File: config.mk
export PLATFORM = sky130hd
export DESIGN_NAME = array_pack_seq
export DESIGN_NICKNAME = d
export VERILOG_FILES = /design/src/rtl/array_pack_seq.sv
export SDC_FILE = /design/constraint.sdc
export NUM_CORES = 1
export LEC_CHECK = 0
export ABC_AREA = 1
export CORE_ASPECT_RATIO = 0.7
export CORE_MARGIN = 3
export CORE_UTILIZATION = 53
export DETAILED_ROUTE_END_ITERATION = 8
export MAX_ROUTING_LAYER = met4
export PLACE_DENSITY = 0.84
export SETUP_SLACK_MARGIN = 0.02
export SLEW_MARGIN = 20
export SYNTH_ARGS = -nofsm -noshare
export SYNTH_HDL_FRONTEND = slang
export SYNTH_SLANG_ARGS = --single-unit
export TNS_END_PERCENT = 10
File: constraint.sdc
create_clock -name clk -period 4.52 [get_ports clk]
set_clock_uncertainty 0.1 [all_clocks]
set_input_delay 0.904 -clock clk [delete_from_list [all_inputs] [get_ports clk]]
set_output_delay 0.904 -clock clk [all_outputs]
set_load 0.02 [all_outputs]
File: src/rtl/array_pack_seq.sv
// Collects WIDTH-bit elements into a LEN-element packed array and presents it with valid/ready.
// Optional early-close input `flush` is enabled by defining ARRAY_PACK_SEQ_FLUSH_EN.
module array_pack_seq #(
  parameter int unsigned WIDTH = 8,
  parameter int unsigned LEN   = 9
) (
  input  logic                       clk,
  input  logic                       rst_n,
  input  logic                       in_valid,
  output logic                       in_ready,
  input  logic [WIDTH-1:0]           in_data,
  output logic                       out_valid,
  input  logic                       out_ready,
  output logic [WIDTH*LEN-1:0]       out_data,
  output logic [$clog2(LEN+1)-1:0]   out_count
`ifdef ARRAY_PACK_SEQ_FLUSH_EN
  ,
  input  logic                       flush
`endif
);

  localparam int unsigned CW = $clog2(LEN + 1);
  localparam logic [0:0] FILL = 1'b0;
  localparam logic [0:0] HOLD = 1'b1;
  localparam logic [CW-1:0] LAST_IDX = CW'(LEN - 1);

  logic [0:0]       state_q, state_d;
  logic [CW-1:0]    idx_q, idx_d;
  logic [WIDTH-1:0] slots_q [LEN];
  logic [WIDTH-1:0] slots_d [LEN];
  logic             accept;
  logic             flush_req;

`ifdef ARRAY_PACK_SEQ_FLUSH_EN
  assign flush_req = flush;
`else
  assign flush_req = 1'b0;
`endif

  // Held in reset, in_ready stays low; in HOLD it mirrors out_ready so a new
  // element can land in slot 0 on the same edge the held array is consumed.
  assign in_ready  = rst_n & ((state_q == FILL) | out_ready);
  assign out_valid = (state_q == HOLD);
  // In HOLD idx_q carries the element count of the presented array.
  assign out_count = idx_q;
  assign accept    = in_valid & in_ready;

  always_comb begin
    state_d = state_q;
    idx_d   = idx_q;
    slots_d = slots_q;
    if (state_q == FILL) begin
      if (accept) begin
        for (int unsigned i = 0; i < LEN; i++) begin
          if (idx_q == CW'(i)) slots_d[i] = in_data;
        end
        idx_d = idx_q + CW'(1);
        if (idx_q == LAST_IDX) state_d = HOLD;
      end
      if (flush_req && (accept || (idx_q != '0))) state_d = HOLD;
    end else begin
      if (out_ready) begin
        for (int unsigned i = 0; i < LEN; i++) slots_d[i] = '0;
        idx_d   = '0;
        state_d = FILL;
        if (accept) begin
          slots_d[0] = in_data;
          idx_d      = CW'(1);
          if (LEN == 1) state_d = HOLD;
        end
      end
    end
  end

  always_ff @(posedge clk or negedge rst_n) begin
    if (!rst_n) begin
      state_q <= FILL;
      idx_q   <= '0;
      for (int unsigned i = 0; i < LEN; i++) slots_q[i] <= '0;
    end else begin
      state_q <= state_d;
      idx_q   <= idx_d;
      slots_q <= slots_d;
    end
  end

  always_comb begin
    out_data = '0;
    for (int unsigned i = 0; i < LEN; i++) out_data[WIDTH*i +: WIDTH] = slots_q[i];
  end

endmodule

## Word-level counts from Yosys, hierarchy flattened

Cells that the tools add are included.

- Add/sub/neg operators: 1
- Divide/modulo/power cells: 0
- Bitwise logic cells: 4
- Muxes and demuxes: 21
- Reduce and logical (&&, ||, !) cells: 21
- $lt $le $gt $ge: 0
- Shift-type cells: 0
- Eq/ne operators: 9
- Multipliers: 0

Operators with widths:

| kind | count |
|---|---|
| 72-bit 2-to-1 mux | 3 |
| 8-bit 2-to-1 mux | 10 |
| 3-bit AND reduction | 9 |
| 2-bit nonzero test | 10 |
| 4-bit by 3-bit == test with 1-bit output (second input constant) | 4 |
| 4-bit 2-to-1 mux | 3 |
| 4-bit by 2-bit == test with 1-bit output (second input constant) | 2 |
| 1-bit 2-to-1 mux | 5 |
| 4-bit by 1-bit adder with 4-bit output (second input constant) | 1 |
| 4-bit by 1-bit == test with 1-bit output (second input constant) | 1 |
| 4-bit == test (second input constant) | 1 |
| 4-bit logical NOT | 1 |
| 1-bit bitwise AND | 2 |
| 2-bit inequality test (second input constant) | 1 |
| 2-bit AND reduction | 1 |
| 1-bit NOT | 1 |
| 1-bit OR | 1 |

- Output and inout port bits: 78
- Bits in latches: 0
- Memories kept: 0
- Input port bits: 12
- Memory bits (writable): 0
- Flip-flop bits (word level): 77
- Memory bits (read-only): 0

## Depth between registers and ports, before layout

- Word-level depth: 7
- Depth in mapped cells: 8

## Least setup slack after synthesis

No wires, ideal clock.

- Kind: input-to-output
- Start point: in out_ready
- End point: out in_ready
- Buffers on the path: 0
- Cell stages on the path: 4
- Slack: 2.056 ns
- Required time: 3.516 ns
- Arrival: 1.460 ns
- Path through: inv_1 nand2_2 inv_4 nor2_1

- Longest elaborated chain between the ends: 2

Ends and longest elaborated chain:

| what | line | source |
|---|---|---|
| start, declared | 13 | `input logic out_ready,` |
| 1-bit OR | 42 | `assign in_ready = rst_n & ((state_q == FILL) \| out_ready);` |
| 1-bit bitwise AND | 42 |  |
| end, declared | 10 | `output logic in_ready,` |

Every way passes these cells.

## Worst setup path in the final report

Ends and elaborated chain as after synthesis.

==> results.txt <==
For this configuration, the core starts out at a cell density of 0.556. The tree is rooted in a sky130_fd_sc_hd__clkbuf_8. The final antenna-violating net count is 0.

The summed instance area of the synthesized netlist is ~3500 µm². The critical path goes through clkdlybuf4s50_1, inv_1, nand2_2, inv_4, nor2_1, clkdlybuf4s50_1. The fraction of post-synthesis cell area in the top cell type by area came out at 0.549. The run finished with clean final reports. The total of endpoints with negative setup slack in the final report came out at 0. The count of endpoints failing hold in the final timing report is 0. The number of synthesized flops with an enable pin is 0. The repair_antennas step left the layout with diodes totalling 0.

Of the cells placed in the final design, the portion with a size suffix greater than 1 is 0.107. The area of the die came out at 7640 µm². The routability congestion estimate from global placement came out at 0.829.

The row count came out at 24. The area growth from synthesis to layout is 32.9%. The number of port buffers came out at 89. The number of filler instances in the final layout is 473. The maximum resistive drop on vdd came out at 0.000411 V. The global-route wire length before repair is 14,700 µm.

The wire length per cell is 15.8 µm. The pin count of the biggest net entering global routing is 87. At the pin with the least slew margin, the transition time is 0.743 ns. The slowest cell on the critical path is sky130_fd_sc_hd__clkdlybuf4s50_1. The detailed-router iteration count before antenna repair came out at 4. In this run the power density over the cells is 733 nW/µm². For this run, the total global-route usage over all layers was measured as 0.263. In this run the horizontal extent of the chip is a little over 100 µm.

The maximum clock insertion buffer count is 2. The routed layout has 3,083 vias. The clock latency at the later pin of the worst-skew pair is 0.34 ns. sky130_fd_sc_hd__nand2_1 is the most common cell in the netlist.

The footprint of the flip-flops and latches is between 1500 and 2000 µm². Measured against its own limit, the worst slew margin works out to 0.505. The arrival time at the worst endpoint came out at about 2.6 ns. Setup repair after global routing left no endpoint under its margin.

The share of the yosys chip area belonging to registers came out at 0.549. The number of primary I/O pins came out at 90. The biggest area contributor in the post-synthesis netlist is sky130_fd_sc_hd__dfrtp_1.

The final period demand of the worst path came out at approximately 3.6 ns. The final cell count without fillers came out at 572. The share of the clock period used by the worst path is 0.801. On the worst path, the slowest cell contributes a delay of 0.63 ns.

The total power came out at between 0.003 and 0.004 W. The tightest hold path in the finished design has a slack of 0.373 ns. The most used flip-flop cell after synthesis is sky130_fd_sc_hd__dfrtp_1. Summed over all layers, the global routing overflow is 0. The peak fanout along the critical path came out at 12. The initial antenna violation count came out at 0. The required time reported for the critical path endpoint came out at 3.52 ns.

The setup TNS is 0 ns. Setup slack on the worst reg-to-reg path comes out at 2.19 ns. The routed design has 9020 µm of wire. The die extent in y came out at 74.1 µm. After clock tree synthesis, the clock-pin slew on the worst setup and hold paths is around 0.08 ns. The worst setup path is launched from a primary input.

Sorting the synthesized cells by area gives the leading types as sky130_fd_sc_hd__dfrtp_1, sky130_fd_sc_hd__nand2_1, sky130_fd_sc_hd__nand3_1, sky130_fd_sc_hd__a21oi_4, sky130_fd_sc_hd__nand2_2. The area taken by multi-input logic gates is 1430 µm². The tightest min-delay check is of the reg -> reg type. The async set or reset register ratio after synthesis came out at 1.00. The peak clock frequency supported by timing is 276 MHz. The core utilization of the finished layout came out at 0.739. The H-tree generated during clock tree synthesis spans 3 levels. The number of slew-limit violations in the final report is 0. The worst setup path is captured at an output pin. The number of design-rule violations left by the first detailed-router iteration is 190.

The number of post-CTS setup repair buffers came out at 0. The number of nets in the synthesized netlist is 415. By count the netlist is led by sky130_fd_sc_hd__nand2_1, sky130_fd_sc_hd__dfrtp_1, sky130_fd_sc_hd__nand3_1. The total number of clock tree sinks came out at between 70 and 80.

The CTS tree is built. The number of warnings reported in the yosys synthesis log is 0. The number of buffers added by the clock tree synthesis step is 9. The number of global-route vias before repair is 2,978. By instance count, the cell type seen most on the critical path is sky130_fd_sc_hd__clkdlybuf4s50_1. Averaged over all synthesized cells, the footprint is 8.79 µm². After legalization and detailed placement, the total HPWL measured 6210 µm. Counting both buffers and inverters, the worst setup path holds a total of 4. The via density per instance is ~5.4. The number of buffers inserted by hold repair at cts came out at 0. The number of resized instances in the post-cts repair step came out at 0.

The placeable core region is about 6300 µm². The register bit total from synthesis came out at 77. For this design the static power due to leakage is 2.33 nW.

The critical path is of the in -> out type. The netlist uses 21 different library cells. The number of design rule violations left after detail routing came out at 0. The max-capacitance violation count came out at 0. The final layout contains 505 nets. The post-placement cell count is between 500 and 600. The number of cells produced by synthesis came out at 399. Broken down by cell family, the worst path's largest delay share belongs to buffers and inverters.
## sequential cells by signal, summed over array words and instances (netlist names)
name / count
out_data: 72
out_valid: 1
out_count: 4
## metrics by stage
stage | setup slack [ns] | area, µm²
2_1_floorplan | 2.06 | 3510
3_3_place_gp | 0.943 | 4430
3_5_place_dp | 0.908 | 4430
4_1_cts | 0.904 | 4660
5_1_grt | 0.799 | 4660
6_report | 0.899 | 4660
## placed cells by master (no fill, tap or decap), types with 2 or more instances in the layout
cell,instances
sky130_fd_sc_hd__nand2_1,176
sky130_fd_sc_hd__clkdlybuf4s50_1,88
sky130_fd_sc_hd__dfrtp_1,77
sky130_fd_sc_hd__nand3_1,71
sky130_fd_sc_hd__nand2_2,10
sky130_fd_sc_hd__clkbuf_8,10
sky130_fd_sc_hd__inv_2,9
sky130_fd_sc_hd__nand4_1,9
sky130_fd_sc_hd__a21oi_4,8
sky130_fd_sc_hd__inv_1,6
sky130_fd_sc_hd__o21ai_0,4
sky130_fd_sc_hd__ha_1,4
sky130_fd_sc_hd__buf_4,3
sky130_fd_sc_hd__nor2_1,2
sky130_fd_sc_hd__nor2_4,2
sky130_fd_sc_hd__xor2_1,2
sky130_fd_sc_hd__bufinv_16,2
## worst paths after layout
kind                                                from                        to  cells after the start
worst max register to register       out_valid$_DFF_PN0_  out_data[38]$_DFFE_PN0P_                      6
worst min register to register  out_data[70]$_DFFE_PN0P_  out_data[70]$_DFFE_PN0P_                      2
worst min-delay path            out_data[70]$_DFFE_PN0P_  out_data[70]$_DFFE_PN0P_                      2
max in group asynchronous                          rst_n       out_valid$_DFF_PN0_                      2
worst max-delay path                           out_ready                  in_ready                      6
min in group asynchronous                          rst_n  out_data[16]$_DFFE_PN0P_                      2
## routing by layer
metal  up-vias  wire (µm)  part of all wire  global-route usage
met2       133       4050              0.45               0.372
met1      1459       4040              0.45               0.370
met5         -          0                 0                   -
met3        18        776             0.086              0.0815
met4         0        151             0.017              0.0718
li1       1473          -                 -                   -
## kinds of logic after synthesis
family,count (synthesis),share of synthesized area
AND/OR/NAND/NOR,273,0.342
AO/OA/AOI/OAI,13,0.0453
XOR/XNOR,3,0.00749
adder cells (fa/ha/maj),4,0.0143
buffers and inverters,29,0.0417
flip-flops,77,0.549
## where the power goes
part | leakage (nW) | internal, W | total [W] | switching, W
combinational | 1.23 | 0.000712 | 0.00163 | 0.000920
sequential | 0.985 | 0.000987 | 0.00120 | 0.000216
clock | 0.114 | 0.000328 | 0.000581 | 0.000253
## final cells by class
cell class / count / area share
clock buffers: 11 / 0.0303
clock inverters: 5 / 0.0177
inverters: 16 / 0.0134
multi-input cells: 293 / 0.308
flip-flops and latches: 77 / 0.414
well taps: 78 / 0.0209
repair buffers: 92 / 0.196
## worst min-delay path, stage by stage (launching register included)
cell                      delay [ns]
sky130_fd_sc_hd__dfrtp_1        0.35
sky130_fd_sc_hd__nand2_1        0.05
sky130_fd_sc_hd__nand2_1        0.05
Note: power is estimated with default switching activity, not from simulation.
